<file path="src/rtl/mem_bus_if.sv">
// Data-bus request/acknowledge bundle between the memory stage
// and the data memory.
interface mem_bus_if #(
  parameter int ADDR_W = 32
) ();
  logic              bus_req;
  logic              bus_we;
  logic [ADDR_W-3:0] bus_addr;
  logic [3:0]        bus_be;
  logic [31:0]       bus_wdata;
  logic              bus_ack;
  logic [31:0]       bus_rdata;

  modport master (
    output bus_req, bus_we, bus_addr,
    output bus_be, bus_wdata,
    input  bus_ack, bus_rdata
  );

  modport slave (
    input  bus_req, bus_we, bus_addr,
    input  bus_be, bus_wdata,
    output bus_ack, bus_rdata
  );
endinterface

</file>
<file path="src/rtl/mem_access_unit.sv">
// Pipeline memory stage: load/store over a req/ack data bus with
// byte-lane steering, load extension, timeout and write-back select.
module mem_access_unit #(
  parameter int ADDR_W            = 32,
  parameter int TIMEOUT           = 16,
  parameter int HOLD_STALL_ON_ERR = 0
) (
  input  logic              clk,
  input  logic              rst,
  input  logic              i_mem_read,
  input  logic              i_mem_write,
  input  logic [1:0]        i_mem_size,
  input  logic              i_load_unsigned,
  input  logic [ADDR_W-1:0] i_alu_result,
  input  logic [31:0]       i_din,
  input  logic [15:0]       i_imme,
  input  logic              i_mem_to_reg,
  input  logic              i_lui_sig,
  output logic              o_stall,
  output logic [31:0]       o_dout,
  output logic              o_misalign,
  output logic              o_bus_err,
  mem_bus_if.master         bus
);

  typedef enum logic [1:0] {
    S_IDLE,
    S_BUSY,
    S_DONE
  } state_t;

  localparam logic [7:0] LP_TO_LAST = 8'(TIMEOUT - 1);

  state_t      r_state;
  state_t      w_next;
  logic [7:0]  r_cnt;
  logic [31:0] r_hold;
  logic        r_err;

  logic [1:0]  w_k;
  logic        w_req_any;
  logic        w_misalign;
  logic        w_access;
  logic        w_timeout;
  logic        w_stall;
  logic [3:0]  w_be;
  logic [31:0] w_wdata;
  logic [7:0]  w_byte;
  logic [15:0] w_half;
  logic [31:0] w_load;
  logic [31:0] w_alu32;
  logic [31:0] w_wb;

  assign w_k       = i_alu_result[1:0];
  assign w_req_any = i_mem_read | i_mem_write;

  assign w_misalign = w_req_any &
    (((i_mem_size == 2'b10) & w_k[0]) |
     ((i_mem_size == 2'b11) & (w_k != 2'b00)));

  assign w_access = w_req_any & (i_mem_size != 2'b00) &
                    !w_misalign;

  assign w_timeout = (r_state == S_BUSY) & !bus.bus_ack &
                     (r_cnt == LP_TO_LAST);

  always_comb begin
    w_be    = 4'b0000;
    w_wdata = 32'h0;
    unique case (i_mem_size)
      2'b01: begin
        w_be    = 4'b0001 << w_k;
        w_wdata = {4{i_din[7:0]}};
      end
      2'b10: begin
        w_be    = w_k[1] ? 4'b1100 : 4'b0011;
        w_wdata = {2{i_din[15:0]}};
      end
      2'b11: begin
        w_be    = 4'b1111;
        w_wdata = i_din;
      end
      default: ;
    endcase
  end

  // Little-endian lane pick from the captured read word
  assign w_byte = r_hold[{w_k, 3'b000} +: 8];
  assign w_half = w_k[1] ? r_hold[31:16] : r_hold[15:0];

  always_comb begin
    w_load = 32'h0;
    unique case (i_mem_size)
      2'b01: w_load = {{24{!i_load_unsigned & w_byte[7]}},
                       w_byte};
      2'b10: w_load = {{16{!i_load_unsigned & w_half[15]}},
                       w_half};
      2'b11: w_load = r_hold;
      default: ;
    endcase
    if (w_misalign) w_load = 32'h0;
  end

  assign w_alu32 = 32'(i_alu_result);

  always_comb begin
    w_wb = w_alu32;
    if (i_lui_sig)         w_wb = {i_imme, 16'h0};
    else if (i_mem_to_reg) w_wb = w_load;
  end

  always_ff @(posedge clk) begin
    if (rst) r_state <= S_IDLE;
    else     r_state <= w_next;
  end

  always_comb begin
    w_next  = r_state;
    w_stall = 1'b0;
    unique case (r_state)
      S_IDLE: begin
        if (w_access) begin
          w_stall = 1'b1;
          w_next  = S_BUSY;
        end
      end
      S_BUSY: begin
        w_stall = 1'b1;
        if (bus.bus_ack | w_timeout) w_next = S_DONE;
      end
      S_DONE: begin
        w_stall = (HOLD_STALL_ON_ERR != 0) & r_err;
        w_next  = S_IDLE;
      end
      default: w_next = S_IDLE;
    endcase
  end

  always_ff @(posedge clk) begin
    if (rst) begin
      bus.bus_req   <= 1'b0;
      bus.bus_we    <= 1'b0;
      bus.bus_addr  <= '0;
      bus.bus_be    <= 4'b0000;
      bus.bus_wdata <= 32'h0;
      r_err         <= 1'b0;
      r_hold        <= 32'h0;
      r_cnt         <= 8'h0;
    end else begin
      r_err <= 1'b0;
      if (r_state == S_IDLE && w_access) begin
        bus.bus_req   <= 1'b1;
        bus.bus_we    <= i_mem_write;
        bus.bus_addr  <= i_alu_result[ADDR_W-1:2];
        bus.bus_be    <= w_be;
        bus.bus_wdata <= w_wdata;
        r_cnt         <= 8'h0;
      end
      if (r_state == S_BUSY) begin
        r_cnt <= r_cnt + 8'd1;
        // Ack takes precedence over a coincident timeout
        if (bus.bus_ack) begin
          r_hold      <= bus.bus_rdata;
          bus.bus_req <= 1'b0;
        end else if (w_timeout) begin
          r_hold      <= 32'h0;
          bus.bus_req <= 1'b0;
          r_err       <= 1'b1;
        end
      end
    end
  end

  assign o_misalign = w_misalign;
  assign o_bus_err  = r_err;
  assign o_stall    = !rst & w_stall;
  assign o_dout     = rst ? 32'h0 : w_wb;

endmodule

</file>
<file path="src/flat_wrapper.sv">
// flat-port wrapper written by rule: the top's interface ports become plain ports
module mem_access_unit_flat 
#(
  parameter int ADDR_W            = 32,
  parameter int TIMEOUT           = 16,
  parameter int HOLD_STALL_ON_ERR = 0
)
  (clk, rst, i_mem_read, i_mem_write, i_mem_size, i_load_unsigned, i_alu_result, i_din, i_imme, i_mem_to_reg, i_lui_sig, o_stall, o_dout, o_misalign, o_bus_err, bus_bus_req, bus_bus_we, bus_bus_addr, bus_bus_be, bus_bus_wdata, bus_bus_ack, bus_bus_rdata);
  mem_bus_if #(.ADDR_W(ADDR_W)) bus_i ();
  input  logic clk;
  input  logic rst;
  input  logic i_mem_read;
  input  logic i_mem_write;
  input  logic [1:0] i_mem_size;
  input  logic i_load_unsigned;
  input  logic [ADDR_W-1:0] i_alu_result;
  input  logic [31:0] i_din;
  input  logic [15:0] i_imme;
  input  logic i_mem_to_reg;
  input  logic i_lui_sig;
  output logic o_stall;
  output logic [31:0] o_dout;
  output logic o_misalign;
  output logic o_bus_err;
  output wire logic [$bits(bus_i.bus_req)-1:0] bus_bus_req;
  output wire logic [$bits(bus_i.bus_we)-1:0] bus_bus_we;
  output wire logic [$bits(bus_i.bus_addr)-1:0] bus_bus_addr;
  output wire logic [$bits(bus_i.bus_be)-1:0] bus_bus_be;
  output wire logic [$bits(bus_i.bus_wdata)-1:0] bus_bus_wdata;
  input wire logic [$bits(bus_i.bus_ack)-1:0] bus_bus_ack;
  input wire logic [$bits(bus_i.bus_rdata)-1:0] bus_bus_rdata;
  assign bus_bus_req = bus_i.bus_req;
  assign bus_bus_we = bus_i.bus_we;
  assign bus_bus_addr = bus_i.bus_addr;
  assign bus_bus_be = bus_i.bus_be;
  assign bus_bus_wdata = bus_i.bus_wdata;
  assign bus_i.bus_ack = bus_bus_ack;
  assign bus_i.bus_rdata = bus_bus_rdata;
  mem_access_unit #(.ADDR_W(ADDR_W), .TIMEOUT(TIMEOUT), .HOLD_STALL_ON_ERR(HOLD_STALL_ON_ERR)) u_core (.clk(clk), .rst(rst), .i_mem_read(i_mem_read), .i_mem_write(i_mem_write), .i_mem_size(i_mem_size), .i_load_unsigned(i_load_unsigned), .i_alu_result(i_alu_result), .i_din(i_din), .i_imme(i_imme), .i_mem_to_reg(i_mem_to_reg), .i_lui_sig(i_lui_sig), .o_stall(o_stall), .o_dout(o_dout), .o_misalign(o_misalign), .o_bus_err(o_bus_err), .bus(bus_i));
endmodule
</file>
<file path="config.mk">
export PLATFORM = sky130hd
export DESIGN_NAME = mem_access_unit_flat
export DESIGN_NICKNAME = d
export VERILOG_FILES = /design/src/rtl/mem_bus_if.sv /design/src/rtl/mem_access_unit.sv /design/src/flat_wrapper.sv
export SDC_FILE = /design/constraint.sdc
export NUM_CORES = 1
export LEC_CHECK = 0
export ABC_AREA = 1
export BUFFER_PORTS_ARGS = -buffer_cell sky130_fd_sc_hd__clkbuf_2
export CAP_MARGIN = 20
export CORE_AREA = 4 4 114 116
export DETAILED_ROUTE_END_ITERATION = 8
export DIE_AREA = 0 0 118 120
export PLACE_DENSITY = 0.77
export SYNTH_ARGS = -nofsm -noshare
export SYNTH_HDL_FRONTEND = slang
export SYNTH_SLANG_ARGS = --single-unit
</file>
<file path="constraint.sdc">
create_clock -name clk -period 2.3 [get_ports clk]
set_clock_uncertainty 0.2 [all_clocks]
set_input_delay 0.46 -clock clk [delete_from_list [all_inputs] [get_ports clk]]
set_output_delay 0.46 -clock clk [all_outputs]
set_load 0.02 [all_outputs]
</file>
==> results of run 1 <==
==> per-layer routing <==
metal | global-route usage, % | vias up
met5 | 0 | -
met4 | 12.2 | 0
met3 | 4.85 | 60
met2 | 46.8 | 331
met1 | 35.0 | 3166
li1 | - | 3462
==> worst max-delay path by stage <==
stage / startpoint / end / slack, ps / cells past startpoint
after detailed placement: i_mem_size[1] / o_dout[7] / -160 / 10
final: u_core.r_hold[15]$_SDFFE_PP0P_ / o_dout[28] / -100 / 10
after CTS: u_core.r_hold[15]$_SDFFE_PP0P_ / o_dout[28] / -60 / 10
after global placement: i_mem_size[1] / o_dout[7] / -160 / 10
after floorplan: i_alu_result[0] / o_dout[1] / 20 / 10
after global routing: i_alu_result[1] / o_dout[8] / -180 / 11
==> cell usage after synthesis, types with 5 or more instances <==
cell,instances
nand2_1,273
nor2_1,18
inv_1,134
dfxtp_1,111
a21oi_1,134
buf_2,22
nor3_1,5
a22oi_1,8
o211ai_1,8
clkbuf_1,35
o21ai_0,140
nand3_1,32
==> timing repair <==
item,4_1_cts,5_1_grt
buffers inserted,5,1
setup endpoints to repair,32,33
pin swaps,1,3
resized for setup,91,32
gates cloned,3,0
==> cells by family after synthesis <==
family,count (synthesis)
buf+inv,196
fa+ha+maj,1
flops,111
simple gates,337
compound gates,293
==> power groups by stage <==
stage / sequential [mW] / clock [mW] / combinational [mW]
after floorplan: 2.37 / 0 / 0.536
after detailed placement: 2.22 / 0 / 1.16
final: 2.18 / 1.70 / 1.28
after global placement: 2.22 / 0 / 1.15
after global routing: 2.20 / 1.80 / 1.39
after CTS: 2.18 / 1.71 / 1.26
==> state kept, by name, indices dropped and copies added, names as in the netlist <==
signal and flops:
u_core.bus.bus_addr 30, u_core.bus.bus_be 4, u_core.bus.bus_req 1, u_core.bus.bus_wdata 32, u_core.bus.bus_we 1, u_core.o_bus_err 1, u_core.r_cnt 8, u_core.r_hold 32
u_core.r_state 2
==> cell type report <==
class / instances / area share [%]
Clock buffer: 9 / 2.72
Clock inverter: 7 / 1.16
Inverter: 135 / 6.21
Multi-Input combinational cell: 631 / 37.4
Sequential cell: 111 / 26.9
Tap cell: 147 / 2.22
Timing Repair Buffer: 273 / 23.3
==> critical path, cell delays in order, from the launching register on <==
cell	delay, ps
dfxtp_2	360
nand2_1	50
nand2_1	70
nand2_1	60
nand2_2	100
nand3_4	110
buf_12	170
nand2_2	70
nand2_2	60
a21oi_2	160
clkbuf_8	160
==> per-stage QoR <==
stage,worst slack (ps),power (mW)
after floorplan,20.7,2.91
after global placement,-160,3.36
after detailed placement,-164,3.38
after CTS,-61.0,5.15
after global routing,-184,5.39
final,-96.5,5.15
==> run metrics, run 1 <==
status=finished with violations; failing checks=negative setup slack; Finished Cell Area=8280 sq um; number of I/O port buffers=224; via count=7019; # H-tree levels=3; placed instance area=7420 sq um; Min Hold Slack=96.1 ps; DR iter-0 viols=651; hold-critical path depth=3; WL final=20300 um; CORE AREA=11900 sq um; Fillers=1043; largest family of logic cells by synthesized area=compound AO/OA/AOI/OAI gates; Setup TNS Final=-1550 ps; Internal Power=3.53 mW; CTS Hold Buffers Added=0; Cells after Synth=938; root buffer cell=clkbuf_16; Leakage=3.95 nW; Wirelength per Cell=15.5 um; top routing layer used=met4; switching portion of total power=31.6%; Antenna Cells=0; pin count of the biggest net entering global routing=107; hold_sp=bus_bus_rdata[12]; most frequent cells in the layout=nand2_1, clkbuf_2, o21ai_0; Die ar.=14200 sq um; met2 routed WL=9790 um; flop-to-flop setup slack=390 ps; RSZ-0062 raised after global routing=yes; clock slew at reported path FFs=80 ps; grt total ovfl=0; CTS sink count=111; CP required=1640 ps; share of the synthesized area in the top cell type=37.9%; routability cong.=0.932; clock insertion delay at the later pin of the skew report=360 ps; Max Cap Violations=0; R2R Path Start=u_core.r_state[1]$_SDFFE_PP0P_; clock network fraction of design power=33.0%; endpoints failing hold=0; Async S/R FF share, synth=0%; min Tclk post-route=2400 ps; multi-input logic area=3100 sq um; Reg power frac=42.3%; Synth Area in Simple Gates=22.9%; Synth Area in Adders=0.214%; Power Density=623 nW/um^2; Worst-Margin Slew=485 ps; CP Max Fanout=12; Die Span Y=120 um; FP Rows=40; largest cells by area after synthesis=dfxtp_1, nand2_1, o21ai_0; placed insts=1288; Post-Route M1 WL=8380 um; post-synthesis compound-gate area fraction=25.8%; final cell count without fillers=1313; setup ws final=-96.5 ps; Setup-failing EPs final=30; Slew Viols, Final=0; Area Overhead vs Synth=41.3%; DRC=0; CTS tree=done; hold endpoint=u_core.r_hold[12]$_SDFFE_PP0P_; FMAX=417 MHz; total track usage=27.8%; number of synthesized flops with an enable pin=0; vias per std cell=5.35; yosys warns=0; DR pass1 iterations=5; share of layout cells above drive strength 1=31.0%; Synth cell types=23; die width=118 um; Final Cycle Share=104%; CTS Buffer Depth=2; multiplexer share of the synthesized area=0%; vias in the first global route=6549; most common cell after layout, fill and taps aside=nand2_1; Mapped Nets=1061; global-route wire length before repair=32300 um; class of the worst hold path=in -> reg; ANT nets after route=0; WL met3=1470 um; fin nets=1284; Slew HR=67.4%; Logic pwr share=24.8%; Crit. End Element=output port; Critical Path AT=1740 ps; Top Ports=225; Final Util=69.5%; Setup CP Type=reg -> out; post-synthesis cell area=5860 sq um; NetSw=1.63 mW; synthesized flop and latch total=111; RR Endpoint=u_core.bus.bus_be[1]$_SDFFE_PP0P_; VDD IR-drop max=0.000323 V; register area share after synthesis=37.9%; number of buffers created by CTS=9; xor and xnor area share after synthesis=0%; sequential cell area=2230 sq um; Startpoint Class=register; Reg2Reg Depth=5; initial antenna violation count=0; syn_area_per_cell=6.25 sq um; leading area contributor after synthesis=dfxtp_1; Post-DP HPWL=14500 um; Starting Density=49.2%; commonest register cell after synthesis=dfxtp_1
(Power assumes the default switching activity.)
==> run 2, diff against run 1 <==
--- a/config.mk
+++ b/config.mk
@@ -7,11 +7,11 @@
 export LEC_CHECK = 0
 export ABC_AREA = 1
 export BUFFER_PORTS_ARGS = -buffer_cell sky130_fd_sc_hd__clkbuf_2
-export CAP_MARGIN = 20
 export CORE_AREA = 4 4 114 116
 export DETAILED_ROUTE_END_ITERATION = 8
 export DIE_AREA = 0 0 118 120
 export PLACE_DENSITY = 0.77
+export RECOVER_POWER = 50
 export SYNTH_ARGS = -nofsm -noshare
 export SYNTH_HDL_FRONTEND = slang
 export SYNTH_SLANG_ARGS = --single-unit
==> run 2 against run 1 <==
The flow still finishes with violations (negative setup slack). Via count is 0.47% lower. First-iteration DRC count decreased by 1.7%. Register-to-register slack worse by 130 ps. Core utilization down 0.86 points. Highest routed layer unchanged.
==> run metrics, run 2 (synthesis results as in run 1) <==
Power Density=625 nW/um^2; min Tclk post-route=2400 ps; CP required=1640 ps; Worst-Margin Slew=648 ps; VDD IR-drop max=0.000322 V; RR Endpoint=u_core.bus.bus_be[1]$_SDFFE_PP0P_; Slew Viols, Final=0; NetSw=1.63 mW; CTS tree=done; vias per std cell=5.32; grt total ovfl=0; vias in the first global route=6549; Finished Cell Area=8170 sq um; CTS Hold Buffers Added=0; Post-DP HPWL=14500 um; Fillers=1092; Top Ports=225; hold endpoint=u_core.r_hold[12]$_SDFFE_PP0P_; CTS Buffer Depth=2; Starting Density=49.2%; clock network fraction of design power=33.2%; hold-critical path depth=3; biggest regs=u_core.bus.bus_wdata x32, u_core.r_hold x32, u_core.bus.bus_addr x30; DRC=0; hold_sp=bus_bus_rdata[12]; Slew HR=56.8%; Setup CP Type=reg -> out; routability cong.=0.932; CP max stage delay=360 ps; CP max-delay cell=dfxtp_2; # H-tree levels=3; clock insertion delay at the later pin of the skew report=360 ps; Min Hold Slack=95.7 ps; Max Cap Violations=0; Wirelength per Cell=15.5 um; fin nets=1284; CTS sink count=111; DR iter-0 viols=640; failing checks=negative setup slack; Leakage=3.72 nW; Die Span Y=120 um; Antenna Cells=0; Setup TNS Final=-1530 ps; Reg power frac=42.6%; placed instance area=7420 sq um; DR pass1 iterations=5; status=finished with violations; CORE AREA=11900 sq um; CP Max Fanout=12; Critical Path AT=1740 ps; Startpoint Class=register; initial antenna violation count=0; pin count of the biggest net entering global routing=107; FP Rows=40; share of layout cells above drive strength 1=25.0%; switching portion of total power=31.8%; number of I/O port buffers=224; die width=118 um; Final Cycle Share=104%; R2R Path Start=u_core.r_state[1]$_SDFFE_PP0P_; clock slew at reported path FFs=80 ps; RSZ-0062 raised after global routing=yes; total track usage=27.8%; total power=5.11 mW; number of buffers created by CTS=9; most frequent cells in the layout=nand2_1, o21ai_0, inv_1; Internal Power=3.48 mW; Area Overhead vs Synth=39.5%; Reg2Reg Depth=5; crit-path cells=nand2_1, nand2_1, nand2_1, nand2_2, nand3_4, buf_12, nand2_2, nand2_2, a21oi_2, clkbuf_8; Logic pwr share=24.2%; FMAX=416 MHz; most common cell after layout, fill and taps aside=nand2_1; WL final=20400 um; flop-to-flop setup slack=260 ps; Setup-failing EPs final=30; ANT nets after route=0; class of the worst hold path=in -> reg; Crit. End Element=output port; setup ws final=-102 ps; root buffer cell=clkbuf_16; Die ar.=14200 sq um; endpoints failing hold=0; via count=6986; global-route wire length before repair=32300 um; pre-CTS WS=-164 ps
-- run 2: area by class of cell --
| class | count | area, sq um | share of cell area [%] |
|---|---|---|---|
| multi-input combinational | 631 | 3100 | 37.9 |
| sequential | 111 | 2230 | 27.3 |
| timing repair buffer | 273 | 1830 | 22.4 |
| inverter | 135 | 514 | 6.29 |
| clock buffer | 9 | 225 | 2.76 |
| tap | 147 | 184 | 2.25 |
| clock inverter | 7 | 96.3 | 1.18 |
-- run 2: worst max path at each step --
stage	from	cells after the start	slack, ps	end
after global routing	i_alu_result[1]	11	-180	o_dout[8]
after CTS	u_core.r_hold[15]$_SDFFE_PP0P_	10	-60	o_dout[28]
after global placement	i_mem_size[1]	10	-160	o_dout[7]
after detailed placement	i_mem_size[1]	10	-160	o_dout[7]
after floorplan	i_alu_result[0]	10	20	o_dout[1]
final	u_core.r_hold[15]$_SDFFE_PP0P_	10	-100	o_dout[28]
-- run 2: metal layers --
layer,track usage [%],vias up,part of all wire [%]
met4,12.2,0,3.3
met5,0,-,0
met1,35.0,3167,42
li1,-,3456,-
met3,4.85,62,6.5
met2,46.8,301,48
-- run 2: through the flow --
| step | instances | util, % |
|---|---|---|
| after floorplan | 938 | - |
| after global placement | 1288 | 62.3 |
| after detailed placement | 1288 | 62.3 |
| after CTS | 1312 | 68.9 |
| after global routing | 1313 | 68.6 |
| final | 1313 | 68.6 |
-- run 2: critical path, delay by kind of cell, from the launching register on --
kind            cells  cell delay (ps)
compound gates      1              160
buf+inv             2              340
simple gates        7              540
flops               1              360
-- run 2: timing repair --
item | in CTS | in global routing
buffers inserted | 5 | 1
pin swaps | 1 | 3
cloned | 3 | 0
endpoints found under the hold margin | 0 | 0
endpoints found under the setup margin | 32 | 33
gates resized for setup | 91 | 32
-- run 2: power groups by stage --
stage / Sequential, mW / Clock [mW] / Combinational [mW]
after floorplan: 2.37 / 0 / 0.536
after global placement: 2.22 / 0 / 1.15
after detailed placement: 2.22 / 0 / 1.16
after CTS: 2.18 / 1.71 / 1.26
after global routing: 2.20 / 1.80 / 1.35
final: 2.18 / 1.70 / 1.24
